[config.mk]
export PLATFORM = sky130hd
export DESIGN_NAME = pipe_front_regs_flat
export DESIGN_NICKNAME = d
export VERILOG_FILES = /design/src/rtl/mips_pkg.sv /design/src/rtl/pipe_front_regs_if.sv /design/src/rtl/pipe_reg.sv /design/src/rtl/pipe_front_regs.sv /design/src/flat_wrapper.sv
export SDC_FILE = /design/constraint.sdc
export NUM_CORES = 1
export LEC_CHECK = 0
export BUFFER_PORTS_ARGS = -buffer_cell sky130_fd_sc_hd__buf_4
export CAP_MARGIN = 10
export CORE_AREA = 2 2 168 170
export DETAILED_ROUTE_END_ITERATION = 10
export DIE_AREA = 0 0 170 172
export PLACE_DENSITY_LB_ADDON = 0.25
export SLEW_MARGIN = 20
export SYNTH_ARGS = -nofsm -noshare
export SYNTH_HDL_FRONTEND = slang
export SYNTH_SLANG_ARGS = --single-unit
[constraint.sdc]
create_clock -name clk -period 4.5 [get_ports clk]
set_clock_uncertainty 0.2 [all_clocks]
set_input_delay 0.9 -clock clk [delete_from_list [all_inputs] [get_ports clk]]
set_output_delay 0.9 -clock clk [all_outputs]
set_load 0.03 [all_outputs]
[src/rtl/mips_pkg.sv]
// Shared MIPS pipeline types: opcodes, NOP and the inter-stage bundles.
package mips_pkg;
  localparam int XLEN  = 32;
  localparam int ALU_W = 3;

  localparam logic [5:0] R_TYPE = 6'h00;
  localparam logic [5:0] J      = 6'h02;
  localparam logic [5:0] BEQ    = 6'h04;
  localparam logic [5:0] ADDI   = 6'h08;
  localparam logic [5:0] LW     = 6'h23;
  localparam logic [5:0] SW     = 6'h2b;

  localparam logic [XLEN-1:0] NOP_INSTR = '0;

  typedef struct packed {
    logic [XLEN-1:0] instr;
    logic [XLEN-1:0] pc_plus4;
    logic            valid;
  } if_id_t;

  typedef struct packed {
    logic [5:0]       op_code;
    logic [4:0]       rs;
    logic [4:0]       rt;
    logic [4:0]       rd;
    logic [4:0]       wr_addr;
    logic             wr_en;
    logic [1:0]       wr_sel;
    logic             mem_write;
    logic [ALU_W-1:0] alu_ctrl;
    logic [XLEN-1:0]  rd1;
    logic [XLEN-1:0]  rd2;
    logic [XLEN-1:0]  sign_imm;
    logic             valid;
  } id_ex_t;

  localparam if_id_t IF_ID_NOP = '{
    instr: NOP_INSTR, pc_plus4: '0, valid: 1'b0
  };

  // Bubble: R_TYPE opcode with no writes, so it never looks like a load.
  localparam id_ex_t ID_EX_BUBBLE = '{
    op_code: R_TYPE, rs: '0, rt: '0, rd: '0,
    wr_addr: '0, wr_en: 1'b0, wr_sel: '0,
    mem_write: 1'b0, alu_ctrl: '0, rd1: '0,
    rd2: '0, sign_imm: '0, valid: 1'b0
  };
endpackage

[src/rtl/pipe_front_regs_if.sv]
// Hazard-unit control into the front-end registers (stall/flush/redirect).
interface pipe_front_regs_if;
  logic stall_f;
  logic stall_d;
  logic flush_e;
  logic branch_taken_d;
  logic jump_d;

  modport master (
    output stall_f, stall_d, flush_e,
    output branch_taken_d, jump_d
  );

  modport slave (
    input stall_f, stall_d, flush_e,
    input branch_taken_d, jump_d
  );
endinterface

[src/rtl/pipe_reg.sv]
// Generic pipeline register: enable, sync clear, async active-low reset.
module pipe_reg #(
  parameter int               WIDTH   = 32,
  parameter logic [WIDTH-1:0] RST_VAL = '0,
  parameter logic [WIDTH-1:0] CLR_VAL = '0
) (
  input  logic             clk,
  input  logic             rst_n,
  input  logic             en,
  input  logic             clr,
  input  logic [WIDTH-1:0] d,
  output logic [WIDTH-1:0] q
);
  logic [WIDTH-1:0] q_q, q_d;

  // Enable gates the clear too: a held stage ignores a clear request.
  always_comb begin
    q_d = q_q;
    if (en) q_d = clr ? CLR_VAL : d;
  end

  always_ff @(posedge clk or negedge rst_n) begin
    if (!rst_n) q_q <= RST_VAL;
    else        q_q <= q_d;
  end

  assign q = q_q;
endmodule

[src/rtl/pipe_front_regs.sv]
// PC, IF/ID and ID/EX registers of the 5-stage MIPS core.
// PIPE_FRONT_PERF_CNT_EN adds saturating stall/bubble counters.
module pipe_front_regs
  import mips_pkg::*;
#(
  parameter int              DATA_W     = XLEN,
  parameter logic [XLEN-1:0] PC_RESET   = 32'h0000_0000,
  parameter int              ALU_CTRL_W = ALU_W
) (
  input  logic                  clk,
  input  logic                  reset,
  pipe_front_regs_if.slave      hz,
  input  logic [DATA_W-1:0]     pc_next_f,
  input  logic [DATA_W-1:0]     instr_f,
  input  logic [5:0]            op_code_d,
  input  logic [4:0]            rs_d,
  input  logic [4:0]            rt_d,
  input  logic [4:0]            rd_d,
  input  logic [4:0]            reg_file_write_addr_d,
  input  logic                  reg_write_enable_d,
  input  logic [1:0]            reg_write_data_sel_d,
  input  logic                  mem_write_d,
  input  logic [ALU_CTRL_W-1:0] alu_ctrl_d,
  input  logic [DATA_W-1:0]     rd1_d,
  input  logic [DATA_W-1:0]     rd2_d,
  input  logic [DATA_W-1:0]     sign_imm_d,
  output logic [DATA_W-1:0]     pc_f,
  output logic [DATA_W-1:0]     instr_d,
  output logic [DATA_W-1:0]     pc_plus4_d,
  output logic                  valid_d,
  output logic                  valid_e,
  output logic [5:0]            op_code_e,
  output logic [4:0]            rs_e,
  output logic [4:0]            rt_e,
  output logic [4:0]            rd_e,
  output logic [4:0]            reg_file_write_addr_e,
  output logic                  reg_write_enable_e,
  output logic                  mem_write_e,
  output logic [1:0]            reg_write_data_sel_e,
  output logic [ALU_CTRL_W-1:0] alu_ctrl_e,
  output logic [DATA_W-1:0]     rd1_e,
  output logic [DATA_W-1:0]     rd2_e,
  output logic [DATA_W-1:0]     sign_imm_e
`ifdef PIPE_FRONT_PERF_CNT_EN
  ,
  output logic [31:0]           stall_cycles,
  output logic [31:0]           bubble_cycles
`endif
);
  logic [XLEN-1:0] pc_d, pc_q;
  if_id_t          if_id_d, if_id_q;
  id_ex_t          id_ex_d, id_ex_q;
  logic            redirect;

  assign redirect = hz.branch_taken_d | hz.jump_d;

  always_comb begin
    pc_d    = pc_next_f;
    if_id_d = '{
      instr:    instr_f,
      pc_plus4: pc_q + XLEN'(4),
      valid:    1'b1
    };
    id_ex_d = '{
      op_code:   op_code_d,
      rs:        rs_d,
      rt:        rt_d,
      rd:        rd_d,
      wr_addr:   reg_file_write_addr_d,
      wr_en:     reg_write_enable_d,
      wr_sel:    reg_write_data_sel_d,
      mem_write: mem_write_d,
      alu_ctrl:  alu_ctrl_d,
      rd1:       rd1_d,
      rd2:       rd2_d,
      sign_imm:  sign_imm_d,
      valid:     if_id_q.valid
    };
  end

  pipe_reg #(
    .WIDTH   (XLEN),
    .RST_VAL (PC_RESET)
  ) u_pc (
    .clk   (clk),
    .rst_n (reset),
    .en    (~hz.stall_f),
    .clr   (1'b0),
    .d     (pc_d),
    .q     (pc_q)
  );

  // Stall wins over redirect: the branch is re-resolved once unstalled.
  pipe_reg #(
    .WIDTH   ($bits(if_id_t)),
    .CLR_VAL (IF_ID_NOP)
  ) u_if_id (
    .clk   (clk),
    .rst_n (reset),
    .en    (~hz.stall_d),
    .clr   (redirect),
    .d     (if_id_d),
    .q     (if_id_q)
  );

  pipe_reg #(
    .WIDTH   ($bits(id_ex_t)),
    .CLR_VAL (ID_EX_BUBBLE)
  ) u_id_ex (
    .clk   (clk),
    .rst_n (reset),
    .en    (1'b1),
    .clr   (hz.flush_e),
    .d     (id_ex_d),
    .q     (id_ex_q)
  );

  assign pc_f                  = pc_q;
  assign instr_d               = if_id_q.instr;
  assign pc_plus4_d            = if_id_q.pc_plus4;
  assign valid_d               = if_id_q.valid;
  assign valid_e               = id_ex_q.valid;
  assign op_code_e             = id_ex_q.op_code;
  assign rs_e                  = id_ex_q.rs;
  assign rt_e                  = id_ex_q.rt;
  assign rd_e                  = id_ex_q.rd;
  assign reg_file_write_addr_e = id_ex_q.wr_addr;
  assign reg_write_enable_e    = id_ex_q.wr_en;
  assign mem_write_e           = id_ex_q.mem_write;
  assign reg_write_data_sel_e  = id_ex_q.wr_sel;
  assign alu_ctrl_e            = id_ex_q.alu_ctrl;
  assign rd1_e                 = id_ex_q.rd1;
  assign rd2_e                 = id_ex_q.rd2;
  assign sign_imm_e            = id_ex_q.sign_imm;

`ifdef PIPE_FRONT_PERF_CNT_EN
  logic [31:0] stall_cnt_d, stall_cnt_q;
  logic [31:0] bubble_cnt_d, bubble_cnt_q;
  logic        bubble_load;

  // Any ID/EX load that leaves valid_e low counts, flush or NOP alike.
  assign bubble_load = hz.flush_e | ~if_id_q.valid;

  always_comb begin
    stall_cnt_d  = stall_cnt_q;
    bubble_cnt_d = bubble_cnt_q;
    if (hz.stall_d && stall_cnt_q != '1)
      stall_cnt_d = stall_cnt_q + 32'd1;
    if (bubble_load && bubble_cnt_q != '1)
      bubble_cnt_d = bubble_cnt_q + 32'd1;
  end

  always_ff @(posedge clk or negedge reset) begin
    if (!reset) begin
      stall_cnt_q  <= '0;
      bubble_cnt_q <= '0;
    end else begin
      stall_cnt_q  <= stall_cnt_d;
      bubble_cnt_q <= bubble_cnt_d;
    end
  end

  assign stall_cycles  = stall_cnt_q;
  assign bubble_cycles = bubble_cnt_q;
`endif
endmodule

[src/flat_wrapper.sv]
// flat-port wrapper written by rule: the top's interface ports become plain ports
module pipe_front_regs_flat import mips_pkg::*;
#(
  parameter int              DATA_W     = XLEN,
  parameter logic [XLEN-1:0] PC_RESET   = 32'h0000_0000,
  parameter int              ALU_CTRL_W = ALU_W
)
  (clk, reset, pc_next_f, instr_f, op_code_d, rs_d, rt_d, rd_d, reg_file_write_addr_d, reg_write_enable_d, reg_write_data_sel_d, mem_write_d, alu_ctrl_d, rd1_d, rd2_d, sign_imm_d, pc_f, instr_d, pc_plus4_d, valid_d, valid_e, op_code_e, rs_e, rt_e, rd_e, reg_file_write_addr_e, reg_write_enable_e, mem_write_e, reg_write_data_sel_e, alu_ctrl_e, rd1_e, rd2_e, sign_imm_e, hz_stall_f, hz_stall_d, hz_flush_e, hz_branch_taken_d, hz_jump_d);
  pipe_front_regs_if hz_i ();
  input  logic clk;
  input  logic reset;
  input  logic [DATA_W-1:0] pc_next_f;
  input  logic [DATA_W-1:0] instr_f;
  input  logic [5:0] op_code_d;
  input  logic [4:0] rs_d;
  input  logic [4:0] rt_d;
  input  logic [4:0] rd_d;
  input  logic [4:0] reg_file_write_addr_d;
  input  logic reg_write_enable_d;
  input  logic [1:0] reg_write_data_sel_d;
  input  logic mem_write_d;
  input  logic [ALU_CTRL_W-1:0] alu_ctrl_d;
  input  logic [DATA_W-1:0] rd1_d;
  input  logic [DATA_W-1:0] rd2_d;
  input  logic [DATA_W-1:0] sign_imm_d;
  output logic [DATA_W-1:0] pc_f;
  output logic [DATA_W-1:0] instr_d;
  output logic [DATA_W-1:0] pc_plus4_d;
  output logic valid_d;
  output logic valid_e;
  output logic [5:0] op_code_e;
  output logic [4:0] rs_e;
  output logic [4:0] rt_e;
  output logic [4:0] rd_e;
  output logic [4:0] reg_file_write_addr_e;
  output logic reg_write_enable_e;
  output logic mem_write_e;
  output logic [1:0] reg_write_data_sel_e;
  output logic [ALU_CTRL_W-1:0] alu_ctrl_e;
  output logic [DATA_W-1:0] rd1_e;
  output logic [DATA_W-1:0] rd2_e;
  output logic [DATA_W-1:0] sign_imm_e;
  input wire logic [$bits(hz_i.stall_f)-1:0] hz_stall_f;
  input wire logic [$bits(hz_i.stall_d)-1:0] hz_stall_d;
  input wire logic [$bits(hz_i.flush_e)-1:0] hz_flush_e;
  input wire logic [$bits(hz_i.branch_taken_d)-1:0] hz_branch_taken_d;
  input wire logic [$bits(hz_i.jump_d)-1:0] hz_jump_d;
  assign hz_i.stall_f = hz_stall_f;
  assign hz_i.stall_d = hz_stall_d;
  assign hz_i.flush_e = hz_flush_e;
  assign hz_i.branch_taken_d = hz_branch_taken_d;
  assign hz_i.jump_d = hz_jump_d;
  pipe_front_regs #(.DATA_W(DATA_W), .PC_RESET(PC_RESET), .ALU_CTRL_W(ALU_CTRL_W)) u_core (.clk(clk), .reset(reset), .hz(hz_i), .pc_next_f(pc_next_f), .instr_f(instr_f), .op_code_d(op_code_d), .rs_d(rs_d), .rt_d(rt_d), .rd_d(rd_d), .reg_file_write_addr_d(reg_file_write_addr_d), .reg_write_enable_d(reg_write_enable_d), .reg_write_data_sel_d(reg_write_data_sel_d), .mem_write_d(mem_write_d), .alu_ctrl_d(alu_ctrl_d), .rd1_d(rd1_d), .rd2_d(rd2_d), .sign_imm_d(sign_imm_d), .pc_f(pc_f), .instr_d(instr_d), .pc_plus4_d(pc_plus4_d), .valid_d(valid_d), .valid_e(valid_e), .op_code_e(op_code_e), .rs_e(rs_e), .rt_e(rt_e), .rd_e(rd_e), .reg_file_write_addr_e(reg_file_write_addr_e), .reg_write_enable_e(reg_write_enable_e), .mem_write_e(mem_write_e), .reg_write_data_sel_e(reg_write_data_sel_e), .alu_ctrl_e(alu_ctrl_e), .rd1_e(rd1_e), .rd2_e(rd2_e), .sign_imm_e(sign_imm_e));
endmodule
==> results_dict.tcl <==
set metrics [dict create \
    drv_cap 0 \
    reg2reg_slack_ns 2.00 \
    required_ns 4.76 \
    die_w_um 170 \
    tightestPinTransition_ns 0.969 \
    hold_buffers 0 \
    wirelength_um 24800 \
    synth-edff-count 0 \
    syn_inst 621 \
    rsz0062_at_grt "no" \
    finalWeightedCongestion 0.768 \
    clock.fmax_mhz 366 \
    grt_antenna_before_repair 1 \
    grt_pass1_vias 6473 \
    vias 6445 \
    finalSetupTns_ns 0 \
    synth_top_area_share 0.688 \
    finalCriticalPeriod_ns 2.73 \
    yosys-top-cells-area "dfrtp_1, nor2b_1, mux2_2, a22o_1, clkbuf_1" \
    status "completed" \
    clkTransAtPathRegs_ns 0.06 \
    setup_viol 0 \
    hpwl_um 17800 \
    start_util 0.301 \
    r2r-start "u_core.u_pc.q[2]$_DFFE_PN0N_" \
    drive_gt1_frac 0.479 \
    grt_overflow_total 0 \
    synthFlopType "dfrtp_1" \
    cts_sinks 227 \
    grt_usage 0.160 \
    numPortBuffers 426 \
    rows 61 \
    dr.first_iter.drc_count 320 \
    hold_ws_ns 0.275 \
    utilization 0.462 \
    critical_path_class "in2reg" \
    synth-seq-cells 227 \
    clock_path_buffers 3 \
    htreeDepth 1 \
    fillers 2562 \
    synth_seq_area_share 0.688 \
    io_pins 427 \
    relSlewSlack 0.348 \
    min_path_type "in2async" \
    cts_setup_buffers 0 \
    avgRoutedWirePerCell_um 17.6 \
    leakage_nw 6.35 \
    fp.coreArea_um2 27500 \
    yosysTopAreaCell "dfrtp_1" \
    ir_drop_uv 286 \
    drtAntennaViolNets 0 \
    cts_resized 0 \
    grt_pass1_wl_um 36600 \
    cp-end-kind "flop" \
    yosysMostFrequentCell "dfrtp_1" \
    cts_made_buffers 26 \
    drv_slew 0 \
    firstDrtPassIters 4 \
    fp.dieH_um 172 \
    power.density_nw_per_um2 414 \
    vias_per_cell 4.58 \
    die_area_um2 29200 \
    start_kind "input port" \
    layout.nets 1242 \
    clk_latency_ns 0.52 \
    multiInputGateArea_um2 2420 \
    syn_to_final_growth_pct 53.8 \
    synth_nets 822 \
    cts_tree "done" \
    syn-cell-area_um2 8260 \
    finalHoldViolCount 0 \
    regArea_um2 5680 \
    dp_slack_ns 1.25 \
    setup_ws_ns 1.77 \
    cp_data_arrival_time_ns 2.99 \
    synth_cell_types 38 \
    worstPathMaxFanout 67 \
    synth.avg_cell_area_um2 13.3 \
    fin_crit_sh 0.607 \
    route.detailed.drc 0 \
    yosysWarningCount 0 \
    cts_root_buffer "clkbuf_16" \
    cp-startpoint "hz_stall_d" \
    synthTopCellsByCount "dfrtp_1, nor2b_1, a22o_1" \
    grt_max_degree 117 \
    async_reset_ff_frac 1.00 \
]
-- final cells by class --
class | instances | share of cell area
Sequential cell | 227 | 0.447
Antenna cell | 1 | 0.000197
Inverter | 2 | 0.000591
Tap cell | 346 | 0.0341
Timing Repair Buffer | 432 | 0.258
Multi-Input combinational cell | 352 | 0.190
Clock buffer | 41 | 0.0628
Clock inverter | 7 | 0.00709
-- layout by cell type (no fill, tap or decap), types with 9 or more instances in the layout --
cell type    n
buf_4      429
dfrtp_1    227
nor2b_1    130
a22o_1      35
nand2_1     34
mux2_2      32
clkbuf_16   27
nand3_1     18
o21ai_0     14
nand4_1     13
or4_1        9
o211ai_1     9
-- logic make-up after synthesis --
family          share of synthesized area
flops                               0.688
mux                                0.0436
buf+inv                            0.0201
xor+xnor                           0.0127
compound gates                     0.0675
simple gates                        0.167
fa+ha+maj                         0.00151
-- flip-flops by register name, indices dropped and copies added (netlist names) --
name	cells
u_core.u_pc.q	32
u_core.u_id_ex.q	130
u_core.u_if_id.q	65
-- worst max-delay path, stage by stage --
cell	delay (ns)
buf_4	0.34
or3_1	0.85
or3_1	0.50
or3_1	0.31
nand3_1	0.07
-- where the power goes --
group	switching, mW	total, mW	internal (mW)
clock	0.836	2.16	1.33
combinational	0.478	0.840	0.362
sequential	0.0973	2.26	2.17
total	1.41	5.27	3.86
-- worst paths after layout --
| kind | endpoint | cells after the start |
|---|---|---|
| worst max register to register | u_core.u_if_id.q[19]$_DFFE_PN0N_ | 5 |
| min in group clk | u_core.u_if_id.q[16]$_DFFE_PN0N_ | 2 |
| worst max-delay path | u_core.u_if_id.q[30]$_DFFE_PN0N_ | 5 |
| worst min register to register | u_core.u_if_id.q[16]$_DFFE_PN0N_ | 2 |
| worst min-delay path | u_core.u_pc.q[22]$_DFFE_PN0N_ | 1 |
| max in group asynchronous | u_core.u_id_ex.q[102]$_DFF_PN0_ | 2 |
-- routing by layer --
layer	part of all wire	track usage	routed length (um)
met5	0	0	0
met4	0.020	0.0394	494
met3	0.10	0.0595	2480
met2	0.50	0.275	12300
met1	0.38	0.189	9540
-- per-stage QoR --
stage	cell area (um^2)	total power, mW	instances
finish	12700	5.27	1408
global route	12700	5.50	1407
CTS	12700	5.35	1407
detailed placement	11800	3.15	1359
global placement	11800	3.15	1359
floorplan	8260	2.69	621
No activity file was read; power rests on OpenSTA's default activity.
